## config.mk

```make
export PLATFORM = sky130hd
export DESIGN_NAME = rr_mux_select_arbiter
export DESIGN_NICKNAME = d
export VERILOG_FILES = /design/src/rtl/rr_mux_pkg.sv /design/src/rtl/rr_priority_pick.sv /design/src/rtl/rr_mux_select_arbiter.sv
export SDC_FILE = /design/constraint.sdc
export NUM_CORES = 1
export LEC_CHECK = 0
export CAP_MARGIN = 15
export CELL_PAD_IN_SITES_DETAIL_PLACEMENT = 1
export CELL_PAD_IN_SITES_GLOBAL_PLACEMENT = 1
export CORE_ASPECT_RATIO = 0.6
export CORE_MARGIN = 3
export CORE_UTILIZATION = 35
export CTS_CLUSTER_SIZE = 28
export DETAILED_ROUTE_END_ITERATION = 8
export GPL_ROUTABILITY_DRIVEN = 1
export PLACE_DENSITY_LB_ADDON = 0.1
export SLEW_MARGIN = 10
export SYNTH_ARGS = -nofsm -noshare
export SYNTH_HDL_FRONTEND = slang
export SYNTH_SLANG_ARGS = --single-unit
```

## constraint.sdc

```tcl
create_clock -name clk -period 3.7 [get_ports clk]
set_input_delay 0.37 -clock clk [delete_from_list [all_inputs] [get_ports clk]]
set_output_delay 0.37 -clock clk [all_outputs]
set_load 0.1 [all_outputs]
```

## src/rtl/rr_mux_pkg.sv

```systemverilog
// Shared definitions for the round-robin mux select arbiter.
// State encoding and a constant clog2 helper for derived widths.
package rr_mux_pkg;

  localparam logic ST_IDLE  = 1'b0;
  localparam logic ST_GRANT = 1'b1;

  function automatic int clog2(input int n);
    int r;
    r = 0;
    for (int i = 0; i < 31; i++)
      if ((1 << i) < n) r = i + 1;
    return r;
  endfunction

endpackage

```

## src/rtl/rr_priority_pick.sv

```systemverilog
// Rotating priority encoder: first set req bit after ptr, wrapping mod INS.
// Purely combinational; any flags that some request was found.
module rr_priority_pick
  import rr_mux_pkg::*;
#(
  parameter  int INS = 5,
  localparam int SW  = clog2(INS)
) (
  input  logic [INS-1:0] req,
  input  logic [SW-1:0]  ptr,
  output logic           any,
  output logic [SW-1:0]  idx
);

  int c;

  // Walk farthest-first so the nearest hit after ptr wins.
  always_comb begin
    any = 1'b0;
    idx = '0;
    c   = 0;
    for (int k = INS; k >= 1; k--) begin
      c = int'(ptr) + k;
      if (c >= INS) c = c - INS;
      if (req[c[SW-1:0]]) begin
        any = 1'b1;
        idx = c[SW-1:0];
      end
    end
  end

endmodule

```

## src/rtl/rr_mux_select_arbiter.sv

```systemverilog
// Round-robin arbiter driving the N:1 mux select, grant held until done.
// ARB_TIMEOUT_EN adds a forced release after MAX_HOLD grant cycles.
module rr_mux_select_arbiter
  import rr_mux_pkg::*;
#(
  parameter  int INS      = 5,
  parameter  int MAX_HOLD = 16,
  localparam int SW       = clog2(INS)
) (
  input  logic           clk,
  input  logic           reset,
  input  logic [INS-1:0] req,
  input  logic           done,
  output logic [SW-1:0]  s,
  output logic [INS-1:0] grant,
  output logic           valid,
  output logic           timeout
);

  localparam logic [INS-1:0] ONE = {{(INS-1){1'b0}}, 1'b1};

  logic           state;
  logic           state_n;
  logic [SW-1:0]  ptr;
  logic [SW-1:0]  ptr_n;
  logic [SW-1:0]  s_n;
  logic [INS-1:0] grant_n;
  logic           valid_n;
  logic           any;
  logic [SW-1:0]  pick;
  logic           expire;
  logic           release_g;

  rr_priority_pick #(.INS(INS)) u_pick (
    .req (req),
    .ptr (ptr),
    .any (any),
    .idx (pick)
  );

`ifdef ARB_TIMEOUT_EN
  localparam int CW = clog2(MAX_HOLD + 1);
  logic [CW-1:0] cnt;
  logic          tmo_n;

  assign expire = (cnt == CW'(MAX_HOLD - 1));
  assign tmo_n  = (state == ST_GRANT) && expire && !done;

  // Zero throughout IDLE, so the first GRANT cycle counts from 0.
  always_ff @(posedge clk) begin
    if (reset || state == ST_IDLE) cnt <= '0;
    else                           cnt <= cnt + 1'b1;
  end

  always_ff @(posedge clk) begin
    if (reset) timeout <= 1'b0;
    else       timeout <= tmo_n;
  end
`else
  logic unused_hold;
  assign unused_hold = (MAX_HOLD > 0);
  assign expire      = 1'b0;
  assign timeout     = 1'b0;
`endif

  assign release_g = done || expire;

  always_ff @(posedge clk) begin
    if (reset) begin
      state <= ST_IDLE;
      ptr   <= SW'(INS - 1);
      s     <= '0;
      grant <= '0;
      valid <= 1'b0;
    end else begin
      state <= state_n;
      ptr   <= ptr_n;
      s     <= s_n;
      grant <= grant_n;
      valid <= valid_n;
    end
  end

  always_comb begin
    state_n = state;
    unique case (1'b1)
      (state == ST_IDLE):  if (any)       state_n = ST_GRANT;
      (state == ST_GRANT): if (release_g) state_n = ST_IDLE;
    endcase
  end

  // s is left alone on release so the mux select never glitches.
  always_comb begin
    s_n     = s;
    grant_n = grant;
    valid_n = valid;
    ptr_n   = ptr;
    unique case (1'b1)
      (state == ST_IDLE): begin
        if (any) begin
          s_n     = pick;
          grant_n = ONE << pick;
          valid_n = 1'b1;
        end
      end
      (state == ST_GRANT): begin
        if (release_g) begin
          ptr_n   = s;
          grant_n = '0;
          valid_n = 1'b0;
        end
      end
    endcase
  end

endmodule

```

==> flow_metrics.py, run 1 <==
metrics = {
    "final_layout": {
        "syn_to_final_growth_pct": 14.7,
        "design_area_um2": 2010,
        "fin_nets": 255,
        "layout-drive-gt1-share_pct": 11.1,
        "final_cell_mix": "nand2_1, a21oi_1, clkdlybuf4s50_1",
        "final_common_cell": "nand2_1",
        "final_util_pct": 42.9,
        "fin_cells": 297,
        "antenna_cells": 0,
    },
    "clocking": {
        "cts_tree": "done",
        "cts_num_sinks": 13,
        "clk_latency_ns": 0.25,
        "numCtsBuffers": 3,
        "hold_buffers": 0,
        "clkTransAtPathRegs_ns": 0.06,
        "htree_num_levels": 1,
        "clockBufferDepth": 2,
        "postCtsSetupRepairBufs": 0,
        "cts_root_buf": "clkbuf_8",
        "cts_resized": 0,
    },
    "sta": {
        "setup_viol_count_final": 0,
        "hold_viol": 0,
        "rsz0062_at_grt": "no",
        "tightest_slew_ns": 0.975,
        "slew_headroom_pct": 34.8,
        "clock_skew_ns": 0.00136,
        "finalSetupTns_ns": 0,
        "fmax_mhz": 290,
        "fin_crit_ns": 3.45,
        "timing.final.ws_setup_ns": 0.246,
        "fin_crit_sh_pct": 93.3,
        "slew_viol_final": 0,
    },
    "critical_path": {
        "end_kind": "register",
        "cp-start-kind": "register",
        "worstPathRequired_ns": 3.89,
        "critPathMaxFanout": 13,
        "crit_type": "register to register",
        "arrival_ns": 3.65,
    },
    "power_and_ir_drop": {
        "power_leakage_nw": 0.774,
        "power_density_nw_per_um2": 403,
        "vdd_ir_drop_max_v": 0.000292,
    },
    "status": {
        "outcome": "finished clean",
    },
    "placed_design": {
        "port-buffer-count": 16,
        "dpl_cell_area_um2": 1960,
        "place.gp.congestion": 0.875,
        "dp_slack_ns": 0.288,
        "placed_cells": 293,
        "dpl.hpwl_um": 4570,
    },
    "die": {
        "io_pins": 18,
        "die_y_um": 60.8,
        "rows": 19,
        "die_area_um2": 5910,
        "die_w_um": 97.3,
        "core-area_um2": 4680,
        "start_util_pct": 37.3,
    },
    "synth": {
        "synth_compound_area_share_pct": 29.3,
        "yosys.area_share.simple_pct": 27.1,
        "syn_nets": 243,
        "synth_top_family_by_area": "compound AO/OA/AOI/OAI gates",
        "synth-adder-area-share_pct": 9.01,
        "yosys_warnings": 0,
        "synth_seq_cells": 13,
        "synth_cell_types": 65,
        "muxShareOfSynthArea_pct": 11.7,
        "syn_avg_cell_area_um2": 7.84,
        "synth_cells": 223,
        "netlist_area_um2": 1750,
        "synth_ff_type": "dfxtp_1",
        "synthArstFlopShare_pct": 0,
        "synthXorXnorAreaFrac_pct": 1.00,
        "synth_edf_count": 0,
        "synth_sequential_area_ratio_pct": 14.9,
    },
    "route": {
        "drcViolationCount": 0,
        "firstDrtPassIters": 4,
        "wl_per_cell_um": 19.7,
        "vias_per_cell": 6.06,
        "wl_um": 5850,
        "drt_iter0_markers": 134,
        "dr_total_vias": 1801,
        "drt.antenna.violating_nets": 0,
    },
    "job": {
        "drv_cap": 0,
    },
    "global_routing": {
        "grt_max_degree": 38,
        "antenna_found_initial": 0,
        "grt_pass1_wl_um": 9580,
        "overflow": 0,
        "grt_usage_pct": 20.4,
        "grt_pass1_vias": 1788,
    },
    "min_path": {
        "min_path_type": "register to register",
    },
}
==> registers in the layout, indices dropped and copies added (netlist names) <==
signal  count
valid       1
grant       5
ptr         3
s           3
state       1
==> metrics by stage <==
stage,power [mW],hold WS [ns]
floorplan,0.555,0.530
global placement,0.669,0.448
detailed placement,0.675,0.449
CTS,0.809,0.471
global route,0.857,0.502
finish,0.809,0.468
==> final timing paths <==
check / start / end / slack [ns] / cells after the start
setup reg to reg: ptr[1] / grant[0] / 0.25 / 10
setup / recovery: ptr[1] / grant[0] / 0.25 / 10
hold reg to reg: grant[4] / grant[4] / 0.47 / 2
hold / removal: grant[4] / grant[4] / 0.47 / 2
==> Yosys cell counts, types with 3 or more instances <==
library cell  number  area [um2]
mux2i_1            8        80.1
mux4_2             4        90.1
nand3_1            7        35.0
ha_1              11         138
dfxtp_1           13         260
nand2_1           19        71.3
nor4_1             4        25.0
o21ai_0           12        60.1
nor2_1            10        37.5
a22o_1             4        35.0
buf_2              6        30.0
nand2b_1          11        68.8
a21oi_1           18        90.1
clkbuf_1           7        26.3
or3_1              3        18.8
nand3b_1           3        22.5
o211a_1            3        30.0
and2_1             4        25.0
nor3_1             5        25.0
inv_1             11        41.3
o31ai_1            4        30.0
mux2_2             3        33.8
==> report_power, final <==
group | internal (mW) | switching [mW] | total (mW)
clock network | 0.0762 | 0.0540 | 0.130
logic | 0.172 | 0.328 | 0.500
registers | 0.160 | 0.0195 | 0.179
total | 0.408 | 0.401 | 0.809
==> metal layers <==
metal  track usage, %  part of all wire (%)
met5                0                     0
met4             2.56                  0.44
met3             2.99                   4.7
met2             29.0                    39
met1             32.6                    56
==> worst max-delay path, stage by stage (launching register included) <==
cell and delay [ns]:
dfxtp_1 0.47, inv_1 0.23, ha_1 0.62, mux4_2 0.38
o211ai_1 0.16, and2_1 0.23, nor2_1 0.08, a2111o_1 0.41
a32o_1 0.31, nor3b_1 0.32, a22o_1 0.18
==> cell type report <==
class / count / area [um2]
Clock buffer: 4 / 45.0
Fill cell: 566 / 2680
Inverter: 11 / 41.3
Multi-Input combinational cell: 183 / 1370
Sequential cell: 13 / 260
Tap cell: 63 / 78.8
Timing Repair Buffer: 23 / 213
==> logic make-up after synthesis <==
group                    count (synthesis)
buffers and inverters                   27
other                                    1
AO/OA/AOI/OAI                           69
multiplexers                            15
flip-flops                              13
AND/OR/NAND/NOR                         84
XOR/XNOR                                 2
adder cells (fa/ha/maj)                 12
Power figures use the tool's default switching activity.
==> run 2: changes to the inputs <==
--- a/config.mk
+++ b/config.mk
@@ -5,11 +5,11 @@
 export SDC_FILE = /design/constraint.sdc
 export NUM_CORES = 1
 export LEC_CHECK = 0
-export CAP_MARGIN = 15
+export CAP_MARGIN = 20
 export CELL_PAD_IN_SITES_DETAIL_PLACEMENT = 1
 export CELL_PAD_IN_SITES_GLOBAL_PLACEMENT = 1
 export CORE_ASPECT_RATIO = 0.6
-export CORE_MARGIN = 3
+export CORE_MARGIN = 10
 export CORE_UTILIZATION = 35
 export CTS_CLUSTER_SIZE = 28
 export DETAILED_ROUTE_END_ITERATION = 8
==> flow_metrics.py, run 2 (synthesis gave the netlist of run 1 again) <==
metrics = {
    "clocking": {
        "cts_tree": "done",
        "numCtsBuffers": 3,
        "clk_latency_ns": 0.25,
        "clkTransAtPathRegs_ns": 0.06,
        "htree_num_levels": 1,
        "cts_num_sinks": 13,
        "clockBufferDepth": 2,
        "cts_root_buf": "clkbuf_8",
    },
    "sta": {
        "tightest_slew_ns": 0.992,
        "finalSetupTns_ns": 0,
        "rsz0062_at_grt": "no",
        "slew_viol_final": 0,
        "slew_headroom_pct": 33.6,
        "setup_viol_count_final": 0,
        "hold_viol": 0,
        "fin_crit_sh_pct": 92.8,
        "fin_crit_ns": 3.43,
        "clock_skew_ns": 0.00541,
        "fmax_mhz": 291,
    },
    "die": {
        "die_y_um": 74.8,
        "die_w_um": 111,
        "start_util_pct": 37.2,
        "rows": 19,
        "die_area_um2": 8320,
        "core-area_um2": 4710,
        "io_pins": 18,
    },
    "global_routing": {
        "grt_usage_pct": 14.4,
        "antenna_found_initial": 0,
        "grt_max_degree": 38,
        "grt_pass1_wl_um": 9980,
        "grt_pass1_vias": 1830,
        "overflow": 0,
    },
    "status": {
        "outcome": "finished clean",
    },
    "final_layout": {
        "antenna_cells": 0,
        "reg_top3": "grant (5), ptr (3), s (3)",
        "largest_reg_flops": 5,
        "fillers": 584,
        "top_register": "grant",
        "final_common_cell": "nand2_1",
        "fin_nets": 254,
        "layout-drive-gt1-share_pct": 11.6,
        "syn_to_final_growth_pct": 14.7,
        "final_util_pct": 42.6,
        "final_cell_mix": "nand2_1, a21oi_1, clkdlybuf4s50_1",
    },
    "critical_path": {
        "crit_type": "register to register",
        "critPathMaxFanout": 13,
        "critPathSlowestCell": "dfxtp_1",
        "worstPathRequired_ns": 3.84,
        "crit_start": "ptr[1]",
        "path_buf_inv": 1,
        "cp_top_family": "simple AND/OR/NAND/NOR gates",
        "worstPathCellList": "ha_1 -> inv_1 -> fa_1 -> or3_1 -> and2_1 -> o31a_1 -> or3_4 -> o21ba_1 -> and2_4 -> a22o_1",
        "r2r-start": "ptr[1]",
        "arrival_ns": 3.57,
        "cp-start-kind": "register",
        "end_kind": "register",
        "crit_path_max_incr_delay_ns": 0.54,
    },
    "power_and_ir_drop": {
        "power_leakage_nw": 0.770,
        "internal_power_uw": 408,
        "power_density_nw_per_um2": 404,
        "combPwrFrac_pct": 61.9,
        "vdd_ir_drop_max_v": 0.000306,
        "p_switching_uw": 402,
        "total_power_uw": 810,
        "power.share.clock_pct": 16.1,
        "seqPwrFrac_pct": 22.1,
        "swShare_pct": 49.6,
    },
    "route": {
        "wl_um": 5880,
        "drt_iter0_markers": 103,
        "vias_per_cell": 5.93,
        "wl_per_cell_um": 19.9,
        "drt.antenna.violating_nets": 0,
        "firstDrtPassIters": 4,
        "drcViolationCount": 0,
        "dr_total_vias": 1756,
    },
    "min_path": {
        "min_path_type": "register to register",
        "min-delay-start": "grant[4]",
    },
    "placed_design": {
        "place.gp.congestion": 0.935,
        "port-buffer-count": 16,
        "dpl.hpwl_um": 4700,
    },
    "job": {
        "drv_cap": 0,
    },
}
==> run 2: changes by cell type in the layout (fill, tap and decap cells not counted), sizes merged <==
cell / before / now
buf: 7 / 6
==> run 2: final cells by class <==
class	count	area (um2)	share of cell area, %
Inverter	11	41.3	2.06
Tap cell	63	78.8	3.93
Timing Repair Buffer	22	205	10.2
Clock buffer	4	45.0	2.25
Sequential cell	13	260	13.0
Multi-Input combinational cell	183	1380	68.6
==> run 2: worst paths after layout <==
| kind | depth (start not counted) | slack [ns] | end |
|---|---|---|---|
| max | 10 | 0.27 | grant[0] |
| min | 2 | 0.47 | grant[4] |
| max reg2reg | 10 | 0.27 | grant[0] |
| min reg2reg | 2 | 0.47 | grant[4] |
==> run 2: timing repair <==
| item | 4_1_cts | 5_1_grt |
|---|---|---|
| setup buffers | 0 | 0 |
| hold buffers | 0 | 0 |
| setup endpoints to repair | 0 | 5 |
| gates resized for setup | 0 | 2 |
==> run 2: per-stage QoR <==
| stage | worst slack (ns) | cells | hold WS, ns | area, um2 |
|---|---|---|---|---|
| floorplan | 0.423 | 223 | 0.530 | 1750 |
| global placement | 0.322 | 292 | 0.446 | 1950 |
| detailed placement | 0.258 | 292 | 0.467 | 1950 |
| CTS | 0.246 | 296 | 0.481 | 2000 |
| global route | 0.0144 | 296 | 0.519 | 2010 |
| finish | 0.266 | 296 | 0.474 | 2010 |
==> run 2: tightest hold or removal path: stages, from the launching register on <==
cell and delay [ns]:
dfxtp_1 0.31, nand2_1 0.05, o31ai_1 0.06
==> run 2: per-layer routing <==
| metal | GRT usage (%) | up-vias | share of wire (%) | routed length, um |
|---|---|---|---|---|
| met5 | 0 | - | 0 | 0 |
| met4 | 1.99 | 0 | 0.44 | 26 |
| met3 | 3.25 | 2 | 6.4 | 374 |
| met2 | 21.1 | 46 | 40 | 2340 |
| met1 | 21.2 | 851 | 53 | 3130 |
| li1 | - | 857 | - | - |
==> run 2: power groups by stage <==
stage | clock, mW | combinational (mW) | sequential (mW)
after floorplan | 0 | 0.265 | 0.290
after global placement | 0 | 0.488 | 0.181
after detailed placement | 0 | 0.492 | 0.182
after CTS | 0.132 | 0.497 | 0.179
after global routing | 0.136 | 0.546 | 0.183
final | 0.130 | 0.501 | 0.179
==> run 3: changes to the inputs <==
--- a/config.mk
+++ b/config.mk
@@ -14,7 +14,8 @@
 export CTS_CLUSTER_SIZE = 28
 export DETAILED_ROUTE_END_ITERATION = 8
 export GPL_ROUTABILITY_DRIVEN = 1
-export PLACE_DENSITY_LB_ADDON = 0.1
+export PLACE_DENSITY = 0.69
+export REMOVE_ABC_BUFFERS = 1
 export SLEW_MARGIN = 10
 export SYNTH_ARGS = -nofsm -noshare
 export SYNTH_HDL_FRONTEND = slang
==> flow_metrics.py, run 3 (synthesis gave the netlist of run 1 again) <==
metrics = {
    "placed_design": {
        "port-buffer-count": 16,
        "placed_cells": 296,
        "dp_slack_ns": 0.360,
        "dpl_cell_area_um2": 1980,
        "dpl.hpwl_um": 5000,
        "place.gp.congestion": 0.830,
    },
    "power_and_ir_drop": {
        "internal_power_uw": 411,
        "power_density_nw_per_um2": 406,
        "swShare_pct": 50.2,
        "seqPwrFrac_pct": 21.7,
        "power.share.clock_pct": 16.2,
        "vdd_ir_drop_max_v": 0.000297,
        "p_switching_uw": 414,
        "combPwrFrac_pct": 62.0,
        "total_power_uw": 825,
        "power_leakage_nw": 0.788,
    },
    "final_layout": {
        "antenna_cells": 0,
        "final_common_cell": "nand2_1",
        "final_cell_mix": "nand2_1, a21oi_1, clkdlybuf4s50_1",
        "largest_reg_flops": 5,
        "design_area_um2": 2030,
        "reg_top3": "grant (5), ptr (3), s (3)",
        "layout-drive-gt1-share_pct": 12.7,
        "final_util_pct": 43.1,
        "syn_to_final_growth_pct": 16.1,
        "top_register": "grant",
        "fillers": 592,
        "fin_nets": 258,
        "fin_cells": 300,
    },
    "clocking": {
        "hold_buffers": 0,
        "htree_num_levels": 1,
        "cts_root_buf": "clkbuf_8",
        "cts_tree": "done",
        "clkTransAtPathRegs_ns": 0.06,
        "numCtsBuffers": 3,
        "clk_latency_ns": 0.25,
        "cts_num_sinks": 13,
        "clockBufferDepth": 2,
    },
    "global_routing": {
        "grt_usage_pct": 14.7,
        "grt_pass1_vias": 1800,
        "antenna_found_initial": 1,
        "grt_pass1_wl_um": 10100,
        "overflow": 0,
        "grt_max_degree": 20,
    },
    "die": {
        "die_w_um": 111,
        "die_y_um": 74.8,
        "start_util_pct": 37.2,
        "rows": 19,
        "die_area_um2": 8320,
        "core-area_um2": 4710,
        "io_pins": 18,
    },
    "route": {
        "drcViolationCount": 0,
        "dr_total_vias": 1785,
        "firstDrtPassIters": 5,
        "wl_per_cell_um": 20.7,
        "wl_um": 6200,
        "drt.antenna.violating_nets": 0,
        "vias_per_cell": 5.95,
        "drt_iter0_markers": 119,
    },
    "sta": {
        "fmax_mhz": 295,
        "timing.final.ws_setup_ns": 0.305,
        "tightest_slew_ns": 0.994,
        "slew_headroom_pct": 33.6,
        "fin_crit_ns": 3.40,
        "fin_crit_sh_pct": 91.8,
        "finalSetupTns_ns": 0,
        "rsz0062_at_grt": "no",
        "whs_ns": 0.454,
        "slew_viol_final": 0,
        "hold_viol": 0,
        "setup_viol_count_final": 0,
        "clock_skew_ns": 0.00485,
    },
    "critical_path": {
        "cp-start-kind": "register",
        "crit_type": "register to register",
        "worstPathRequired_ns": 3.89,
        "critPathMaxFanout": 12,
        "end_kind": "register",
        "arrival_ns": 3.59,
    },
    "min_path": {
        "min_path_type": "register to register",
    },
    "job": {
        "drv_cap": 0,
    },
    "status": {
        "outcome": "finished clean",
    },
}
-- run 3: changes by cell type in the layout (fill, tap and decap cells not counted) --
cell     change
dfxtp_1      -1
dfxtp_2      +1
nor2b_2      -1
a21oi_1      +1
a21oi_2      -1
nor2b_1      +1
buf_4        +4
-- run 3: power groups by stage --
stage	sequential (mW)	combinational (mW)	clock, mW
after floorplan	0.298	0.247	0
after CTS	0.179	0.508	0.137
after detailed placement	0.182	0.501	0
after global placement	0.182	0.497	0
after global routing	0.182	0.547	0.144
final	0.179	0.512	0.134
-- run 3: metal layers --
layer | vias up | part of all wire, % | track usage, %
met3 | 6 | 8.0 | 2.62
met5 | - | 0.21 | 0
met1 | 862 | 51 | 22.1
li1 | 861 | - | -
met2 | 54 | 40 | 21.2
met4 | 2 | 0.58 | 2.70
-- run 3: worst paths after layout --
check        startpoint  endpoint  slack (ns)  cells past startpoint
max              ptr[1]  grant[2]        0.30                     10
max reg2reg      ptr[1]  grant[2]        0.30                     10
min reg2reg    grant[4]  grant[4]        0.45                      2
min            grant[4]  grant[4]        0.45                      2
-- run 3: final cells by class --
class	count	area (um2)	area share [%]
flip-flops and latches	13	262	12.9
repair buffers	26	235	11.6
clock buffers	4	45.0	2.22
well taps	63	78.8	3.88
inverters	11	41.3	2.03
multi-input cells	183	1370	67.4
-- run 3: what timing repair did --
item | in CTS | in global routing
gates resized for setup | 0 | 1
setup buffers | 0 | 0
endpoints found under the setup margin | 0 | 1
-- run 3: worst max-delay path, cell delays in order, from the launching register on --
cell and delay (ns):
dfxtp_1 0.40, inv_1 0.18, ha_1 0.61, nand2b_1 0.28, o211a_1 0.28, mux2i_1 0.21, nor4b_1 0.08, a2111o_1 0.46
a32o_1 0.32, nor3b_1 0.33, a22o_1 0.18
